--- src/rtl/y86_pc_sequencer.sv ---
// Architectural PC and run control for the Y86 SEQ core: run/step/stop, status stop, breakpoints, counters.
// All outputs registered except commit_o, which flags that the coming edge retires the instruction at pc_o.
module y86_pc_sequencer #(
    parameter int                 ADDR_W   = 64,
    parameter logic [ADDR_W-1:0]  RESET_PC = '0,
    parameter int                 CNT_W    = 32,
    parameter int                 NUM_BP   = 2
) (
    input  logic                       clk_i,
    input  logic                       rst_i,
    input  logic [ADDR_W-1:0]          next_pc_i,
    input  logic [3:0]                 stat_i,
    input  logic                       run_i,
    input  logic                       step_i,
    input  logic                       halt_req_i,
    input  logic [NUM_BP*ADDR_W-1:0]   bp_addr_i,
    input  logic [NUM_BP-1:0]          bp_en_i,
    output logic [ADDR_W-1:0]          pc_o,
    output logic                       commit_o,
    output logic [1:0]                 state_o,
    output logic [3:0]                 stat_o,
    output logic [NUM_BP-1:0]          bp_hit_o,
    output logic [CNT_W-1:0]           cycle_cnt_o,
    output logic [CNT_W-1:0]           instr_cnt_o
);
    typedef enum logic [1:0] {
        ST_IDLE = 2'd0,
        ST_RUN  = 2'd1,
        ST_STEP = 2'd2,
        ST_STOP = 2'd3
    } state_e;

    localparam logic [3:0] STAT_AOK = 4'd1;

    state_e              state_q, state_d;
    logic [ADDR_W-1:0]   pc_q, pc_d;
    logic [3:0]          stat_q, stat_d;
    logic [NUM_BP-1:0]   bp_hit_q, bp_hit_d;
    logic [CNT_W-1:0]    cycle_q, cycle_d;
    logic [CNT_W-1:0]    instr_q, instr_d;
    logic [NUM_BP-1:0]   bp_match;
    logic                active;
    logic                commit;
    logic                fault;

    assign active = (state_q == ST_RUN) || (state_q == ST_STEP);
    assign commit = active && (stat_i == STAT_AOK);
    assign fault  = active && (stat_i != STAT_AOK);

    always_comb begin
        bp_match = '0;
        for (int k = 0; k < NUM_BP; k++) begin
            bp_match[k] = bp_en_i[k] && (next_pc_i == bp_addr_i[k*ADDR_W +: ADDR_W]);
        end
    end

    always_comb begin
        state_d  = state_q;
        pc_d     = pc_q;
        stat_d   = stat_q;
        bp_hit_d = bp_hit_q;
        cycle_d  = cycle_q;
        instr_d  = instr_q;

        if (active && (cycle_q != '1)) begin
            cycle_d = cycle_q + CNT_W'(1);
        end

        if (commit) begin
            pc_d = next_pc_i;
            if (instr_q != '1) begin
                instr_d = instr_q + CNT_W'(1);
            end
            bp_hit_d = bp_hit_q | bp_match;
        end

        case (state_q)
            ST_IDLE: begin
                if (step_i) begin
                    state_d  = ST_STEP;
                    bp_hit_d = '0;
                end else if (run_i) begin
                    state_d  = ST_RUN;
                    bp_hit_d = '0;
                end
            end
            ST_RUN: begin
                if (fault) begin
                    state_d = ST_STOP;
                    stat_d  = stat_i;
                end else if ((bp_match != '0) || halt_req_i) begin
                    state_d = ST_IDLE;
                end
            end
            ST_STEP: begin
                if (fault) begin
                    state_d = ST_STOP;
                    stat_d  = stat_i;
                end else begin
                    state_d = ST_IDLE;
                end
            end
            default: state_d = ST_STOP;
        endcase
    end

    // Reset takes effect immediately; an in-flight instruction is simply dropped.
    always_ff @(posedge clk_i or negedge rst_i) begin
        if (!rst_i) begin
            state_q  <= ST_IDLE;
            pc_q     <= RESET_PC;
            stat_q   <= STAT_AOK;
            bp_hit_q <= '0;
            cycle_q  <= '0;
            instr_q  <= '0;
        end else begin
            state_q  <= state_d;
            pc_q     <= pc_d;
            stat_q   <= stat_d;
            bp_hit_q <= bp_hit_d;
            cycle_q  <= cycle_d;
            instr_q  <= instr_d;
        end
    end

    assign pc_o        = pc_q;
    assign commit_o    = commit;
    assign state_o     = state_q;
    assign stat_o      = stat_q;
    assign bp_hit_o    = bp_hit_q;
    assign cycle_cnt_o = cycle_q;
    assign instr_cnt_o = instr_q;
endmodule

--- config.mk ---
export PLATFORM = sky130hd
export DESIGN_NAME = y86_pc_sequencer
export DESIGN_NICKNAME = d
export VERILOG_FILES = /design/src/rtl/y86_pc_sequencer.sv
export SDC_FILE = /design/constraint.sdc
export NUM_CORES = 1
export LEC_CHECK = 0
export ABC_AREA = 1
export BUFFER_PORTS_ARGS = -buffer_cell sky130_fd_sc_hd__buf_4
export CAP_MARGIN = 40
export CORE_MARGIN = 2
export CORE_UTILIZATION = 35
export DETAILED_ROUTE_END_ITERATION = 8
export GPL_ROUTABILITY_DRIVEN = 1
export GPL_TIMING_DRIVEN = 1
export MAX_ROUTING_LAYER = met4
export PLACE_DENSITY_LB_ADDON = 0.15
export SYNTH_ARGS = -nofsm -noshare
export SYNTH_HDL_FRONTEND = slang
export SYNTH_SLANG_ARGS = --single-unit
--- constraint.sdc ---
create_clock -name clk_i -period 2.5 [get_ports clk_i]
set_input_delay 0.5 -clock clk_i [delete_from_list [all_inputs] [get_ports clk_i]]
set_output_delay 0.5 -clock clk_i [all_outputs]
set_load 0.02 [all_outputs]
==> impl_results.md <==
* Detailed-route via count at a little over 8000
* Max IR drop VDD at around 0.47 mV
* Inst Count DP at approximately 1800
* Via-to-Cell Ratio at 4.47
* Crit path cell chain: inv_1 -> ha_1 -> inv_1 -> nor2_4 -> buf_12 -> buf_4
* Max Cap Violations at 0
* CP Launch Type: flip-flop
* Final std cells w/o fill at between 1500 and 2000
* CP Buf/Inv Count at 4
* Slowest cell on the critical path: dfrtp_1
* RR Endpoint: instr_cnt_o[27]
* Setup TNS at 0 ns
* Clock Sinks at between 100 and 150
* Initial antenna violation count at 0
* CP Depth at 6
* Die area at 24700 µm²
* Power density over the cells at roughly 800 nW/µm²
* Ports at 340
* Synth cell count leaders: 445 x nand2_1, 159 x inv_1, 135 x dfrtp_1
* Syn avg cell area at roughly 7 µm²
* RSZ-0062 raised after global routing: false
* Final hold vios at 0
* CP arrival at approximately 1.9 ns
* Leading post-synthesis cells by cell area: dfrtp_1 41%, nand2_1 20%, inv_1 7.3%, nor2_1 5.8%, xor2_1 4.9%
* Worst skew pair latency at about 0.42 ns
* Final Power at between 9 and 10 mW
* Top-count cell post-synth: nand2_1
* Crit path launch: state_o[0]
* Initial core utilization at around a third
* Internal at about 6 mW
* Crit-path max FO at 21
* Die height at ~160 µm
* GRT Util Overall at a little over a fifth
* Post-DP HPWL at roughly 21 mm
* CTS tree: done
* ANT cells at 0
* H-tree levels at 4
* Final Skew at 0.0103 ns
* Sw Share at 37.6%
* Critical path capture point type: primary output
* Final Max Tran Viols at 0
* Root buf cell: clkbuf_16
* Switch Pwr at ~3.5 mW
* WL per Instance at 14.1 µm
* Detailed Route WL at around 26 mm
* FF-to-FF Start: state_o[0]
* Worst R2R Setup Slack at about 0.33 ns
* Clock tree buffer depth at 2
* Syn_nets at 1382
* DR pass1 iterations at 5
* Share of cells above drive strength 1 at 27.3%
* Mapped Area at 8210 µm²
* Fin crit period at 2.35 ns
* Worst path max stage delay at 0.41 ns
* Final Cycle Share at 94.1%
* Area of the core at between 20000 and 25000 µm²
* Lkg Pwr at around 6.5 nW
* Endpoints failing setup at 0
* Max Fclk at between 400 and 500 MHz
* Prevailing post-synth register cell: dfrtp_1
* Cell mode on critical path: inv_1
* Sequential share of power at 33.8%
* Seq cells post-synth at between 100 and 150
* Post-synthesis sequential area ratio at 41.4%
* Hold slack at roughly 0.023 ns
* First-pass GRT wire length at 40.4 mm
* Synthesis Warnings at 0
* Synth area leader: dfrtp_1
* Nets at roughly 1700
* DRC at 0
* Hold-fix buffers, CTS at 0
* Outcome: finished clean
* Clk slew on worst S/H paths at approximately 0.060 ns
* Vias in the first global route at 7941
* Worst Setup EP: commit_o
* Cell family with most CP delay: buffers and inverters
* Ys async rst share at 100%
* Horiz. Die Dim at 157 µm
* Iteration-0 DRC Markers at 381
* Worst Max-Slew Pin Slew at 0.605 ns
* Crit path kind: reg -> out
* Reg2reg path depth at 9
* Synth unique cells at 34
* Comb pwr share at between 30 and 40%
* DRT antenna net count at 0
* Worst hold path type: in -> async
* FP Rows at between 50 and 60
* Post-Syn Instances at 1174
* Overflow after GRT at 0
* Post-synth EDFFs at 0
* Pin count of the biggest net entering global routing at 65
* Yosys top cell area share at between 40% and 50%
* Layout Area Growth over Synthesis at 43.9%
* Worst Path Required at around 2.0 ns
* Slew margin rel. at approximately three fifths
* CTS Buf Count at 17
* Port Buf Inserts at ~340
* GP Congestion at between 0.9 and 1
* Clock power frac at between 20% and 30%
* Final core utilization at 50.8%
[flip-flops by register name, indices dropped and copies added, names as in the netlist]
register     count
pc_o            64
cycle_cnt_o     32
instr_cnt_o     32
stat_o           4
bp_hit_o         2
state_o          2
[how the worst min path moves through the flow]
stage                     slack (ns)  startpoint        endpoint  cells past startpoint
final                           0.02       rst_i  instr_cnt_o[2]                      1
after global routing            0.04       rst_i  instr_cnt_o[3]                      1
after detailed placement        0.46    pc_o[19]        pc_o[19]                      2
after floorplan                 0.20       rst_i     bp_hit_o[0]                      0
after global placement          0.45    pc_o[36]        pc_o[36]                      2
after CTS                       0.02       rst_i  instr_cnt_o[3]                      1
[layer usage]
metal	track usage, %	routed length (µm)	up-vias
met1	26.7	11300	3715
met3	4.90	1520	31
met5	-	0	-
met4	6.84	631	0
li1	-	-	4296
met2	35.8	12600	259
[cell families after synthesis]
family          after synthesis  synth area share [%]
xor+xnor                     91                  9.70
fa+ha+maj                     5                 0.762
flops                       136                  41.4
buf+inv                     181                  8.59
compound gates               85                  5.36
simple gates                676                  34.1
[area by class of cell]
type / count / area, µm²
clock buffers: 17 / 425
clock inverters: 14 / 186
fillers: 2367 / 11400
inverters: 163 / 613
multi-input cells: 857 / 4110
flip-flops and latches: 136 / 3400
well taps: 319 / 399
repair buffers: 352 / 2680
[power groups by stage]
stage                     clock network, mW  registers, mW  logic, mW
after floorplan                           0           3.85       1.21
after global placement                    0           3.19       3.53
after detailed placement                  0           3.19       3.55
after global routing                   2.83           3.24       3.88
after CTS                              2.73           3.18       3.56
final                                  2.66           3.17       3.54
[worst reg2reg max path, cell delays in order, from the launching register on]
cell,delay (ns)
dfrtp_1,0.41
inv_1,0.06
ha_1,0.34
inv_1,0.11
nor2_4,0.15
buf_4,0.14
nand2_2,0.17
nor3_1,0.39
nand2_1,0.13
xor2_1,0.16
[repair_timing]
item	in CTS	in global routing
buffers inserted	0	3
resized for setup	3	1
setup endpoints to repair	1	1
pin swaps	0	1
[layout by cell type, fill, tap and decap left out, types with 2 or more instances in the layout]
master | Yosys | routed
o21ai_0 | 70 | 70
a21boi_0 | 2 | 2
nand4_1 | 24 | 24
inv_8 | 0 | 2
inv_6 | 0 | 6
o21ai_1 | 8 | 8
o22ai_1 | 2 | 2
dfrtp_1 | 135 | 135
clkinv_2 | 0 | 2
nand2_1 | 445 | 445
inv_2 | 4 | 4
nand3b_1 | 3 | 3
nor4_1 | 4 | 4
ha_1 | 5 | 5
nor2_1 | 128 | 127
nand3_1 | 18 | 18
nor3_2 | 5 | 5
inv_1 | 159 | 158
or2_2 | 4 | 4
clkbuf_16 | 0 | 17
buf_4 | 1 | 348
buf_12 | 0 | 3
nor2_2 | 6 | 6
bufinv_16 | 0 | 3
nor3_1 | 23 | 23
nand3_2 | 4 | 4
xor2_1 | 46 | 46
nand2_2 | 8 | 8
xnor2_1 | 45 | 45
[stage by stage]
step	setup WS [ns]	instance area [µm²]
finish	0.148	11800
global route	0.0229	11800
CTS	0.00596	11800
detailed placement	0.200	11200
global placement	0.251	11200
floorplan	0.424	8210
No activity file was read; power rests on OpenSTA's default activity.
